<file path="config.mk">
export PLATFORM = sky130hd
export DESIGN_NAME = divider_seq
export DESIGN_NICKNAME = d
export VERILOG_FILES = /design/src/rtl/divider_seq.sv
export SDC_FILE = /design/constraint.sdc
export NUM_CORES = 1
export LEC_CHECK = 0
export CAP_MARGIN = 20
export CORE_ASPECT_RATIO = 1.2
export CORE_MARGIN = 5
export CORE_UTILIZATION = 49
export DETAILED_ROUTE_END_ITERATION = 10
export GPL_ROUTABILITY_DRIVEN = 1
export PLACE_DENSITY = 0.73
export RECOVER_POWER = 100
export SYNTH_ARGS = -nofsm -noshare
export SYNTH_HDL_FRONTEND = slang
export SYNTH_SLANG_ARGS = --single-unit
</file>
<file path="constraint.sdc">
create_clock -name clk -period 8 [get_ports clk]
set_clock_uncertainty 0.2 [all_clocks]
set_input_delay 2 -clock clk [delete_from_list [all_inputs] [get_ports clk]]
set_output_delay 2 -clock clk [all_outputs]
set_load 0.005 [all_outputs]
</file>
<file path="src/rtl/divider_seq.sv">
// Iterative radix-2 restoring divider, o = {remainder, quotient}, WIDTH+2 cycle latency.
// Define DIV_EARLY_OUT_EN to finish in two cycles when b==0 or |b| > |a|.
module divider_seq #(
    parameter int WIDTH = 32
) (
    input  logic               clk,
    input  logic               rst,
    input  logic               start,
    input  logic [WIDTH-1:0]   a,
    input  logic [WIDTH-1:0]   b,
    input  logic               symbol,
    output logic [2*WIDTH-1:0] o,
    output logic               busy,
    output logic               done,
    output logic               div_zero,
    output logic [1:0]         dbg_state
);

    // Handshake: start is taken only in IDLE; busy is high in CALC and FIX;
    // done pulses for exactly one cycle with o/div_zero valid, and they hold until the next start.
    localparam int CW = (WIDTH > 1) ? $clog2(WIDTH) : 1;

    typedef enum logic [1:0] {S_IDLE, S_CALC, S_FIX, S_DONE} state_e;

    state_e             state_q, state_d;
    logic [CW-1:0]      cnt_q, cnt_d;
    logic [WIDTH-1:0]   rem_q, rem_d;
    logic [WIDTH-1:0]   quo_q, quo_d;
    logic [WIDTH-1:0]   dvs_q, dvs_d;
    logic [WIDTH-1:0]   a_q, a_d;
    logic               neg_quo_q, neg_quo_d;
    logic               neg_rem_q, neg_rem_d;
    logic               zero_q, zero_d;
    logic [2*WIDTH-1:0] o_q, o_d;
    logic               dz_q, dz_d;

    logic [WIDTH-1:0]   mag_a, mag_b;
    logic [WIDTH:0]     shifted, trial;
    logic [WIDTH-1:0]   fix_quo, fix_rem;

    assign mag_a   = (symbol && a[WIDTH-1]) ? -a : a;
    assign mag_b   = (symbol && b[WIDTH-1]) ? -b : b;
    assign shifted = {rem_q, quo_q[WIDTH-1]};
    assign trial   = shifted - {1'b0, dvs_q};
    assign fix_quo = neg_quo_q ? -quo_q : quo_q;
    assign fix_rem = neg_rem_q ? -rem_q : rem_q;

    always_ff @(posedge clk or posedge rst) begin
        if (rst) begin
            state_q   <= S_IDLE;
            cnt_q     <= '0;
            rem_q     <= '0;
            quo_q     <= '0;
            dvs_q     <= '0;
            a_q       <= '0;
            neg_quo_q <= 1'b0;
            neg_rem_q <= 1'b0;
            zero_q    <= 1'b0;
            o_q       <= '0;
            dz_q      <= 1'b0;
        end else begin
            state_q   <= state_d;
            cnt_q     <= cnt_d;
            rem_q     <= rem_d;
            quo_q     <= quo_d;
            dvs_q     <= dvs_d;
            a_q       <= a_d;
            neg_quo_q <= neg_quo_d;
            neg_rem_q <= neg_rem_d;
            zero_q    <= zero_d;
            o_q       <= o_d;
            dz_q      <= dz_d;
        end
    end

    always_comb begin
        state_d   = state_q;
        cnt_d     = cnt_q;
        rem_d     = rem_q;
        quo_d     = quo_q;
        dvs_d     = dvs_q;
        a_d       = a_q;
        neg_quo_d = neg_quo_q;
        neg_rem_d = neg_rem_q;
        zero_d    = zero_q;
        o_d       = o_q;
        dz_d      = dz_q;
        case (state_q)
            S_IDLE: begin
                if (start) begin
                    a_d       = a;
                    dvs_d     = mag_b;
                    rem_d     = '0;
                    quo_d     = mag_a;
                    neg_quo_d = symbol & (a[WIDTH-1] ^ b[WIDTH-1]);
                    neg_rem_d = symbol & a[WIDTH-1];
                    zero_d    = (b == '0);
                    cnt_d     = '0;
                    state_d   = S_CALC;
`ifdef DIV_EARLY_OUT_EN
                    // Quotient is zero: park |a| as the remainder and skip straight to sign fix-up.
                    if (b == '0 || mag_b > mag_a) begin
                        rem_d   = mag_a;
                        quo_d   = '0;
                        state_d = S_FIX;
                    end
`endif
                end
            end
            S_CALC: begin
                cnt_d = cnt_q + CW'(1);
                if (!trial[WIDTH]) begin
                    rem_d = trial[WIDTH-1:0];
                    quo_d = {quo_q[WIDTH-2:0], 1'b1};
                end else begin
                    rem_d = shifted[WIDTH-1:0];
                    quo_d = {quo_q[WIDTH-2:0], 1'b0};
                end
                if (cnt_q == CW'(WIDTH - 1)) begin
                    state_d = S_FIX;
                end
            end
            S_FIX: begin
                o_d     = zero_q ? {a_q, {WIDTH{1'b1}}} : {fix_rem, fix_quo};
                dz_d    = zero_q;
                state_d = S_DONE;
            end
            S_DONE: begin
                state_d = S_IDLE;
            end
            default: begin
                state_d = S_IDLE;
            end
        endcase
    end

    assign o         = o_q;
    assign busy      = (state_q == S_CALC) || (state_q == S_FIX);
    assign done      = (state_q == S_DONE);
    assign div_zero  = dz_q;
    assign dbg_state = state_q;

endmodule

</file>
## Word-level counts from Yosys, hierarchy flattened

Index checks and enable logic that the tools add are counted.

- Div/mod/pow operators: 0
- Add/sub/neg operators: 6
- Muxes and demuxes: 16
- Equality and inequality tests: 6
- Reductions and logical operators: 9
- Magnitude comparators: 0
- Bitwise logic cells: 3
- Shifts and indexed selects: 0
- Multiply operators: 0

Operator list:

| cell | number |
|---|---|
| $mux 32 | 7 |
| $neg 32->32 | 4 |
| $pmux 32 s2 | 2 |
| $mux 64 | 1 |
| $sub 33x32->33 | 1 |
| $logic_not 32->1 | 1 |
| $pmux 5 s2 | 1 |
| $pmux 2 s4 | 1 |
| $reduce_and 2->1 | 3 |
| $add 5x1->5 const B | 1 |
| $eq 5x5->1 const B | 1 |
| $mux 5 | 1 |
| $eq 2x2->1 const B | 2 |
| $mux 2 | 2 |
| $ne 2x2->1 const B | 2 |
| $and 1x1->1 | 2 |
| $eq 2x1->1 const B | 1 |
| $logic_and 1x1->1 | 2 |
| $logic_not 2->1 | 1 |
| $reduce_bool 2->1 | 1 |
| $logic_or 1x1->1 | 1 |
| $mux 1 | 1 |
| $xor 1x1->1 | 1 |

- Register bits: 203
- ROM bits: 0
- Output and inout port bits: 69
- Memory bits (writable): 0
- Input port bits: 68
- Memories kept: 0
- Latch bits: 0

## Logic depth before layout (Yosys ltp)

Gate-level depths: netlist of the first run.

- Depth after elaboration: 4
- Mapped depth: 14
- Gate-level depth less buffers: 12

## Worst setup path before layout of the first run

OpenSTA, ideal clock, no wires.

- Path type: input -> register
- From: input port a[0]
- To: register quo_q[20]
- Buffers on the path: 0
- Data arrival time: 4.172 ns
- Stages on the path: 10
- Data required time: 7.666 ns
- Setup slack: 3.494 ns
- Setup time: 0.134 ns
- Cells stage by stage: inv_1 > ha_1 > or4b_2 > nor4b_1 > nand2_1 > o41ai_1 > xor2_1 > nor2_1 > a21oi_1 > o21ai_0

- Cells in the longest elaborated chain, start to end: 4

Ends and longest elaborated chain:

| item | RTL line | source |
|---|---|---|
| start: declaration | 9 | `input logic [WIDTH-1:0] a,` |
| $neg 32->32 | 41 | `assign mag_a = (symbol && a[WIDTH-1]) ? -a : a;` |
| $mux 32 | 41 |  |
| $mux 32 | 90 | `if (start) begin` |
| $pmux 32 s2 | 88 | `case (state_q)` |
| end signal: assignment | 65 | `quo_q <= quo_d;` |
| end: declaration | 28 | `logic [WIDTH-1:0] quo_q, quo_d;` |

No other way between the ends. The select of a mux whose other input is x is not followed.
A chain may end at the register's enable or synchronous reset.

## Final worst setup path of the first run

- From: input port start
- To: register quo_q[12]

- Cells in the longest elaborated chain, start to end: 2

Ends and longest elaborated chain:

| item | RTL line | source |
|---|---|---|
| start: declaration | 8 | `input logic start,` |
| $ne 2x2->1 (no source line) | n/a |  |
| $reduce_and 2->1 (no source line) | n/a |  |

No other way between the ends.

==> results of run 1 <==
## cells by family (layout without fill, tap and decap cells)
family | count (synthesis) | after routing | synth area share
AOI/OAI and AO/OA | 432 | 432 | 0.214
and+or+nand+nor | 426 | 426 | 0.153
DFF | 203 | 203 | 0.395
buffers and inverters | 144 | 241 | 0.0421
xor gates and xnor gates | 142 | 142 | 0.0967
muxes | 66 | 66 | 0.0574
adders and majority gates | 43 | 43 | 0.0424
## through the flow
step	worst slack [ns]	cells	instance area [sq um]
5_1_grt	2.22	1888	15100
6_report	2.56	1888	15100
3_3_place_gp	2.52	1853	14400
4_1_cts	2.98	1886	15100
2_1_floorplan	0.261	1456	12900
3_5_place_dp	2.46	1853	14400
## cells in the mapped netlist (3+ instances only)
library cell / instances / share of area
dfrtp_1: 203 / 0.40
buf_1: 8 / 0.0023
nor2_1: 85 / 0.025
or4_1: 10 / 0.0058
a31oi_1: 3 / 0.0015
a21o_1: 16 / 0.0093
o22a_1: 32 / 0.022
and2_1: 7 / 0.0034
o21a_1: 4 / 0.0023
inv_1: 60 / 0.018
o21ai_0: 153 / 0.060
a211oi_1: 9 / 0.0053
ha_1: 42 / 0.041
a221o_1: 15 / 0.012
nand2_1: 199 / 0.058
nand4_1: 17 / 0.0083
nor4_1: 13 / 0.0063
o22ai_1: 7 / 0.0034
a22o_1: 4 / 0.0027
clkbuf_1: 75 / 0.022
mux2_2: 58 / 0.051
nand2b_1: 12 / 0.0058
nand3b_1: 4 / 0.0023
o31ai_1: 21 / 0.012
xor2_1: 67 / 0.046
o211ai_1: 18 / 0.011
nand3_1: 22 / 0.0086
nor2b_1: 5 / 0.0024
a21oi_1: 99 / 0.039
nor3_1: 14 / 0.0054
o311ai_0: 5 / 0.0034
or2_2: 7 / 0.0034
o41ai_1: 13 / 0.0089
and3_1: 9 / 0.0044
a22oi_1: 10 / 0.0058
xnor2_1: 75 / 0.051
mux2i_1: 7 / 0.0054
or3_1: 11 / 0.0054
o41ai_2: 3 / 0.0038
o21bai_1: 5 / 0.0029
## critical path: stages
cell	delay, ns
dlygate4sd3_1	0.63
nand2_1	0.87
buf_4	0.70
o21a_1	0.53
buf_4	0.57
a22oi_1	0.13
o21ai_0	0.12
## routing by layer
metal / global-route usage / vias to the layer above
met3: 0.0220 / 55
li1: - / 5382
met2: 0.353 / 273
met4: 0.0672 / 0
met5: 0 / -
met1: 0.284 / 5097
## area by class of cell
| class | instances | area [sq um] | area share |
|---|---|---|---|
| clock buffer | 27 | 598 | 0.0396 |
| clock inverter | 6 | 80.1 | 0.00530 |
| inverter | 60 | 229 | 0.0152 |
| multi-input combinational | 1109 | 7250 | 0.480 |
| sequential | 203 | 5080 | 0.336 |
| tap | 335 | 419 | 0.0277 |
| timing repair buffer | 148 | 1460 | 0.0964 |
## cells in the final DEF (no fill, tap or decap), types with 12 or more instances in the layout
cell type        Yosys  routed
a21o_1              16      16
a21oi_1             99      99
a221o_1             15      15
clkbuf_16            0      21
clkdlybuf4s50_1      0      63
dfrtp_1            203     202
dlygate4sd3_1        0      73
ha_1                42      42
inv_1               60      59
mux2_2              58      58
nand2_1            199     199
nand2b_1            12      12
nand3_1             22      22
nand4_1             17      17
nor2_1              85      84
nor3_1              14      14
nor4_1              13      13
o211ai_1            18      18
o21ai_0            153     152
o22a_1              32      32
o31ai_1             21      21
o41ai_1             13      13
xnor2_1             75      75
xor2_1              67      67
## state kept, by name, summed over array words and instances, names as in the netlist
register   count
neg_quo_q      1
div_zero       1
o             64
neg_rem_q      1
a_q           32
dvs_q         32
cnt_q          5
dbg_state      2
zero_q         1
quo_q         32
rem_q         32
## worst min-delay path by stage
| stage | start | endpoint | slack, ns | depth (start not counted) |
|---|---|---|---|---|
| floorplan | a_q[0]$_DFFE_PP0P_ | a_q[0]$_DFFE_PP0P_ | 0.25 | 2 |
| global placement | dvs_q[2]$_DFFE_PP0P_ | dvs_q[2]$_DFFE_PP0P_ | 0.26 | 2 |
| detailed placement | dvs_q[19]$_DFFE_PP0P_ | dvs_q[19]$_DFFE_PP0P_ | 0.27 | 2 |
| CTS | dvs_q[6]$_DFFE_PP0P_ | dvs_q[6]$_DFFE_PP0P_ | 0.29 | 2 |
| global route | dvs_q[17]$_DFFE_PP0P_ | dvs_q[17]$_DFFE_PP0P_ | 0.30 | 2 |
| finish | dvs_q[23]$_DFFE_PP0P_ | dvs_q[23]$_DFFE_PP0P_ | 0.28 | 2 |
## power by group through the flow
stage	combinational (W)	clock [W]	sequential, W
3_3_place_gp	0.00359	0	0.00199
4_1_cts	0.00370	0.000996	0.00200
3_5_place_dp	0.00368	0	0.00201
5_1_grt	0.00410	0.00104	0.00207
6_report	0.00365	0.000976	0.00199
2_1_floorplan	0.00274	0	0.00185
==> impl_metrics.tcl, run 1 <==
set metrics [dict create \
    status "finished, violations left" \
    violations "max-capacitance violations, max-slew violations" \
    path_class "in -> reg" \
    r2r-start "dbg_state[0]$_DFFE_PP0P_" \
    met2WireLength_um 15300 \
    viasPerCell 5.72 \
    avgRoutedWirePerCell_um 16.7 \
    min_path_type "reg -> reg" \
    finalSetupTns_ns 0 \
    dp.final_hpwl_um 23200 \
    grt_pass1_vias 10341 \
    ys_ff_latch 203 \
    setup_viol 0 \
    cts_sinks 203 \
    wirelength_um 31500 \
    fillers 2300 \
    whs_ns 0.277 \
    clock_path_buffers 3 \
    portBuffers 136 \
    postCtsHoldBufs 0 \
    synth-seq-area-share 0.395 \
    rrSetupSlack_ns 2.75 \
    drt-met1-wl_um 13800 \
    clk_pin_slew_ns 0.06 \
    crit_end "quo_q[12]$_DFFE_PP0P_" \
    grt_max_degree 145 \
    peakVddDrop_mv 0.156 \
    max_freq_ghz 0.184 \
    p_seq_frac 0.301 \
    ctsResizeCount 0 \
    via_count 10807 \
    grt_pass1_wl_um 52300 \
    cts_tree "done" \
    cp-start-kind "primary input" \
    std_cell_rows 65 \
    p_per_area_nw_per_um2 438 \
    swShare 0.428 \
    syn_to_final_growth_pct 17.5 \
    syn-num-nets 1567 \
    finalHoldViolCount 0 \
    ant_nets 0 \
    synth-edff-count 0 \
    worst-path-max-fanout 80 \
    period_share 0.680 \
    synthArstFlopShare 1.00 \
    cp.arrival_ns 5.64 \
    start_util 0.493 \
    r2r-end "o[15]$_DFFE_PP0P_" \
    antenna_cells 0 \
    synth-main-ff-cell "dfrtp_1" \
    top_layer_used "met4" \
    fin_crit_ns 5.44 \
    drt_iter0_markers 668 \
    worstSetupStartpoint "start" \
    syn-instance-count 1456 \
    max_slew.worst_pin.slew_ns 3.47 \
    clock-root-buffer "clkbuf_16" \
    synth.avg_cell_area_sq_um 8.83 \
    slew_headroom -1.32 \
    grtUsageTotal 0.210 \
    dr_wl_met3_um 1450 \
    die_x_um 158 \
    synth_cell_types 61 \
    antenna_found_initial 0 \
    cts_buffers 21 \
    dieHeight_um 187 \
    finish.utilization 0.579 \
    syn-cell-area_sq_um 12900 \
    core_area_sq_um 26100 \
    cap_viol_max_count 2 \
    p_int_w 0.00378 \
    leakagePower_nw 6.31 \
    clockPowerShare 0.147 \
    drt_drc_violations_left 0 \
    die-area_sq_um 29600 \
    cp-end-kind "register" \
    fin_nets 1654 \
    yosysWarnings 0 \
    grt-ovfl-total 0 \
    critPathRequiredTime_ns 8.20 \
    grt_setup_unrepaired "no" \
    final_max_slew_viol_count 219 \
    pwr-share-comb 0.551 \
    switchingPower_w 0.00283 \
    total_power_w 0.00662 \
    drive_gt1_frac 0.0766 \
    clk_latency_ns 0.49 \
    htreeDepth 1 \
    dr.pass1.iters 5 \
    place.gp.congestion 0.868 \
    postCtsSetupBuffers 0 \
    reg2reg_depth 6 \
    ios 137 \
]
Power figures use the tool's default switching activity.
==> run 2, diff against run 1 <==
--- a/config.mk
+++ b/config.mk
@@ -11,7 +11,7 @@
 export CORE_UTILIZATION = 49
 export DETAILED_ROUTE_END_ITERATION = 10
 export GPL_ROUTABILITY_DRIVEN = 1
-export PLACE_DENSITY = 0.73
+export PLACE_DENSITY = 0.71
 export RECOVER_POWER = 100
 export SYNTH_ARGS = -nofsm -noshare
 export SYNTH_HDL_FRONTEND = slang
==> constraint.sdc (replaced) <==
create_clock -name clk -period 5.4 [get_ports clk]
set_clock_uncertainty 0.2 [all_clocks]
set_input_delay 1.35 -clock clk [delete_from_list [all_inputs] [get_ports clk]]
set_output_delay 1.35 -clock clk [all_outputs]
set_load 0.005 [all_outputs]
==> run 2 against run 1 <==
  * The run still ends with max-capacitance violations, max-slew violations left
  * Register-to-register slack got worse by 1.8 ns
  * Final cell count increased by 0.58%
  * Die area unchanged
  * Non-clock buffer count increased by 5
  * Utilization increased by 0.13 points
  * Critical path depth decreased by 2
  * Routed wire length increased by 0.12%
  * Clock-buffer cell count increased by 5
  * Final area increased by 0.22%
  * Via count decreased by 0.48%
  * Sequential power increased by 48%
  * Sequential share of layout area decreased by 0.075 points
  * Critical path type unchanged
  * Largest power group unchanged
==> impl_metrics.tcl, run 2 (synthesis results as in run 1) <==
set metrics [dict create \
    top_usage_layer "met2" \
    ant_nets 0 \
    cp-start-kind "primary input" \
    grt_pass1_wl_um 51900 \
    cp-end-kind "register" \
    clk_latency_ns 0.50 \
    syn_to_final_growth_pct 17.8 \
    htreeDepth 1 \
    finalSetupTns_ns 0 \
    grt-ovfl-total 0 \
    max_freq_ghz 0.219 \
    worst-path-max-fanout 35 \
    p_per_area_nw_per_um2 647 \
    path_buf_inv 2 \
    grt_pass1_vias 10324 \
    cts_buffers 22 \
    wirelength_um 31500 \
    antenna_found_initial 0 \
    viasPerCell 5.66 \
    final_max_slew_viol_count 263 \
    critPathRequiredTime_ns 5.63 \
    std_cell_rows 65 \
    fillers 2312 \
    drive_gt1_frac 0.0793 \
    cts_sinks 203 \
    met3_usage 0.0231 \
    placed_cell_area_sq_um 14500 \
    dr.pass1.iters 5 \
    path_cells "dlygate4sd3_1 -> nand2_1 -> o21a_1 -> clkbuf_2 -> a221o_1" \
    clock_path_buffers 3 \
    violations "max-capacitance violations, max-slew violations" \
    ff_latch_area_sq_um 5080 \
    core_area_sq_um 26100 \
    postCtsHoldBufs 0 \
    cts_tree "done" \
    clk_pin_slew_ns 0.06 \
    met2_usage 0.357 \
    fin_crit_ns 4.56 \
    r2r-end "rem_q[14]$_DFFE_PP0P_" \
    drt_iter0_markers 743 \
    slowest_delay_ns 0.98 \
    peakVddDrop_mv 0.250 \
    crit_end "rem_q[7]$_DFFE_PP0P_" \
    r2r-start "quo_q[31]$_DFFE_PP0P_" \
    largest_register_ffs 64 \
    grtUsageTotal 0.209 \
    mostFrequentLayoutCell "dfrtp_1" \
    finalHoldViolCount 0 \
    start_util 0.493 \
    grt_setup_unrepaired "no" \
    holdPathStages 2 \
    reg2reg_depth 13 \
    slew_headroom -1.29 \
    crit_slowest_cell "o21a_1" \
    via_count 10755 \
    multi_input_area_sq_um 7250 \
    ios 137 \
    die_x_um 158 \
    die-area_sq_um 29600 \
    ctsResizeCount 0 \
    grt_max_degree 94 \
    postCtsSetupBuffers 0 \
    portBuffers 136 \
    whs_ns 0.275 \
    final_cell_mix "dfrtp_1 (202), nand2_1 (199), o21ai_0 (152)" \
    rrSetupSlack_ns 0.91 \
    path_class "in -> reg" \
    stdcell_area_sq_um 15100 \
    fin_nets 1660 \
    max_slew.worst_pin.slew_ns 3.44 \
    place.gp.congestion 0.890 \
    dp.final_hpwl_um 23500 \
    leakagePower_nw 6.32 \
    status "finished, violations left" \
    gr-usage-met1 0.277 \
    avgRoutedWirePerCell_um 16.6 \
    period_share 0.844 \
    path_depth 5 \
    min_path_type "reg -> reg" \
    cap_viol_max_count 4 \
    setup_viol 0 \
    clock-root-buffer "clkbuf_16" \
    worstSetupStartpoint "start" \
    cp.arrival_ns 4.79 \
    drt_drc_violations_left 0 \
    critPathTopFamily "buffers and inverters" \
    dieHeight_um 187 \
]
[run 2: cell count changes in the layout (fill, tap and decap cells not counted), sizes merged]
cell,previous run,this run
bufinv,2,0
clkinvlp,1,3
clkdlybuf4s50,63,62
clkbuf,31,41
diode,0,1
dlygate4sd3,73,74
[run 2: area by class of cell]
| cell class | instances | area share |
|---|---|---|
| Tap cell | 335 | 0.0277 |
| Timing Repair Buffer | 153 | 0.0980 |
| Clock inverter | 6 | 0.00231 |
| Clock buffer | 32 | 0.0429 |
| Sequential cell | 203 | 0.336 |
| Multi-Input combinational cell | 1109 | 0.478 |
| Antenna cell | 1 | 0.000165 |
| Inverter | 60 | 0.0150 |
[run 2: stage by stage]
step                 util  total power [W]  worst slack [ns]  std cells
floorplan               -          0.00680              1.22       1456
finish              0.580          0.00980             0.841       1899
global placement    0.555          0.00832             0.601       1858
global route        0.580           0.0107             0.530       1898
detailed placement  0.555          0.00845             0.593       1858
CTS                 0.581          0.00992              1.11       1896
[run 2: worst min-delay path: stages, from the launching register on]
cell	delay [ns]
dfrtp_1	0.34
nand2_1	0.04
o21ai_0	0.06
[run 2: worst min path at each step]
stage,start,end
finish,dvs_q[11]$_DFFE_PP0P_,dvs_q[11]$_DFFE_PP0P_
global placement,dvs_q[23]$_DFFE_PP0P_,dvs_q[23]$_DFFE_PP0P_
floorplan,a_q[0]$_DFFE_PP0P_,a_q[0]$_DFFE_PP0P_
detailed placement,dvs_q[21]$_DFFE_PP0P_,dvs_q[21]$_DFFE_PP0P_
global route,o[22]$_DFFE_PP0P_,o[22]$_DFFE_PP0P_
CTS,dvs_q[17]$_DFFE_PP0P_,dvs_q[17]$_DFFE_PP0P_
[run 2: power breakdown]
part / internal, W / switching (W) / leakage, nW
Sequential: 0.00225 / 0.000693 / 2.47
Clock: 0.000831 / 0.000592 / 0.334
Combinational: 0.00251 / 0.00292 / 3.52
Total: 0.00559 / 0.00421 / 6.32
[run 2: layer usage]
layer,routed length [um],up-vias
li1,-,5405
met1,13700,5027
met2,15400,265
met3,1540,58
met4,907,0
met5,0,-
==> run 3, diff against run 2 <==
--- a/config.mk
+++ b/config.mk
@@ -11,7 +11,7 @@
 export CORE_UTILIZATION = 49
 export DETAILED_ROUTE_END_ITERATION = 10
 export GPL_ROUTABILITY_DRIVEN = 1
-export PLACE_DENSITY = 0.71
+export PLACE_DENSITY = 0.73
 export RECOVER_POWER = 100
 export SYNTH_ARGS = -nofsm -noshare
 export SYNTH_HDL_FRONTEND = slang
==> constraint.sdc (replaced) <==
create_clock -name clk -period 4.1 [get_ports clk]
set_clock_uncertainty 0.2 [all_clocks]
set_input_delay 1.025 -clock clk [delete_from_list [all_inputs] [get_ports clk]]
set_output_delay 1.025 -clock clk [all_outputs]
set_load 0.005 [all_outputs]
==> run 3 against run 2 <==
  * The run still ends with max-capacitance violations, max-slew violations left
  * Highest routed layer unchanged
  * Combinational power up 34%
  * Largest power group unchanged
  * Largest cell class unchanged
  * Worst setup slack worse by 0.47 ns
  * Power up 32%
  * Critical path type unchanged
  * First-iteration DRC count up 6.5%
  * Final area up 0.55%
  * Worst hold slack about the same
==> impl_metrics.tcl, run 3 (synthesis results as in run 1) <==
set metrics [dict create \
    cts_buffers 21 \
    dieHeight_um 187 \
    path_cells "clkdlybuf4s50_1 -> inv_1 -> ha_1 -> or4b_2 -> nor4b_1 -> clkbuf_1 -> nand2_1 -> nor2_1 -> nand2_1 -> o21ai_0 -> xnor2_1 -> nor2_1 -> o21ai_0" \
    std_cell_rows 65 \
    die-area_sq_um 29600 \
    finalHoldViolCount 0 \
    core_area_sq_um 26100 \
    pwr-share-comb 0.561 \
    fin_nets 1678 \
    switchingPower_w 0.00557 \
    cts_sinks 203 \
    slowest_delay_ns 0.65 \
    max_freq_ghz 0.268 \
    start_util 0.493 \
    drt_iter0_markers 791 \
    wirelength_um 32100 \
    clock_path_buffers 3 \
    viasPerCell 5.72 \
    avgRoutedWirePerCell_um 16.8 \
    peakVddDrop_mv 0.463 \
    whs_ns 0.276 \
    grt_max_degree 132 \
    mostFrequentLayoutCell "dfrtp_1" \
    fin_ws_ns 0.366 \
    drt_drc_violations_left 0 \
    clock-root-buffer "clkbuf_16" \
    portBuffers 136 \
    grtUsageTotal 0.214 \
    htreeDepth 1 \
    crit_slowest_cell "or4b_2" \
    cp-end-kind "register" \
    swShare 0.431 \
    largest_register_ffs 64 \
    clk_latency_ns 0.50 \
    total_power_w 0.0129 \
    dr.pass1.iters 5 \
    final_cell_mix "dfrtp_1 (202), nand2_1 (199), o21ai_0 (153)" \
    p_int_w 0.00737 \
    grt_setup_unrepaired "no" \
    max_slew.worst_pin.slew_ns 1.77 \
    ctsResizeCount 0 \
    violations "max-capacitance violations, max-slew violations" \
    period_share 0.911 \
    dp.final_hpwl_um 24000 \
    clockPowerShare 0.143 \
    status "finished, violations left" \
    p_seq_frac 0.296 \
    syn_to_final_growth_pct 18.4 \
    fin_crit_ns 3.73 \
    dp_slack_ns -0.0803 \
    cts_tree "done" \
    path_class "in -> reg" \
    slew_headroom -0.179 \
    die_x_um 158 \
    cap_viol_max_count 3 \
    postCtsHoldBufs 0 \
    leakagePower_nw 6.39 \
    min_path_type "reg -> reg" \
    drive_gt1_frac 0.0843 \
    grt_pass1_wl_um 53300 \
    via_count 10942 \
    ios 137 \
    critPathRequiredTime_ns 4.31 \
    worst-path-max-fanout 5 \
    grt_pass1_vias 10615 \
    antenna_cells 0 \
    cp-start-kind "primary input" \
    antenna_found_initial 0 \
    finalSetupTns_ns 0 \
    setup_viol 0 \
    p_per_area_nw_per_um2 850 \
    place.gp.congestion 0.915 \
    ant_nets 0 \
    cp.arrival_ns 3.94 \
    grt-ovfl-total 0 \
    clk_pin_slew_ns 0.06 \
    postCtsSetupBuffers 0 \
    final_max_slew_viol_count 278 \
]
==> run 3: changes by cell type in the layout (fill, tap and decap cells not counted), sizes merged <==
cell           previous run  this run
buf                       8        24
bufinv                    0         1
diode                     1         0
dlygate4sd3              74        73
clkbuf                   41        42
clkinv                    4         1
clkdlybuf4s50            62        63
==> run 3: cell type report <==
cell class              instances  area, sq um
inverters                      60          226
repair buffers                172         1630
fillers                      2323        10900
well taps                     335          419
multi-input cells            1109         7210
clock inverters                 4         50.0
clock buffers                  30          609
flip-flops and latches        203         5080
==> run 3: per-layer routing <==
| metal | share of wire | wire length, um | GRT usage |
|---|---|---|---|
| met5 | 0 | 0 | 0 |
| met4 | 0.035 | 1130 | 0.0705 |
| met2 | 0.48 | 15400 | 0.363 |
| met1 | 0.43 | 13800 | 0.284 |
| met3 | 0.053 | 1710 | 0.0227 |
==> run 3: critical path, delay by kind of cell <==
| family | cells | cell delay [ns] |
|---|---|---|
| AO/OA/AOI/OAI | 2 | 0.34 |
| adder cells (fa/ha/maj) | 1 | 0.17 |
| XOR/XNOR | 1 | 0.14 |
| buffers and inverters | 3 | 0.73 |
| AND/OR/NAND/NOR | 6 | 1.54 |
==> run 3: stage by stage <==
stage | instance area [sq um] | util | std cells
2_1_floorplan | 12900 | - | 1456
3_3_place_gp | 14700 | 0.562 | 1878
3_5_place_dp | 14700 | 0.562 | 1878
4_1_cts | 15300 | 0.587 | 1912
5_1_grt | 15200 | 0.583 | 1913
6_report | 15200 | 0.583 | 1913
==> run 3: power groups by stage <==
stage	clock, W	sequential, W	combinational, W
CTS	0.00190	0.00385	0.00740
global route	0.00198	0.00397	0.00812
detailed placement	0	0.00389	0.00736
finish	0.00185	0.00384	0.00726
global placement	0	0.00384	0.00717
floorplan	0	0.00362	0.00534
==> run 3: worst paths after layout <==
check | from | endpoint | slack [ns] | cells past startpoint
max reg2reg | rem_q[5]$_DFFE_PP0P_ | o[63]$_DFFE_PP0P_ | 0.38 | 9
max | a[0] | quo_q[26]$_DFFE_PP0P_ | 0.37 | 13
min | dvs_q[15]$_DFFE_PP0P_ | dvs_q[15]$_DFFE_PP0P_ | 0.28 | 2
min reg2reg | dvs_q[15]$_DFFE_PP0P_ | dvs_q[15]$_DFFE_PP0P_ | 0.28 | 2
max in group asynchronous | rst | zero_q$_DFFE_PP0P_ | 1.03 | 3
min in group asynchronous | rst | dbg_state[1]$_DFFE_PP0P_ | 1.43 | 3
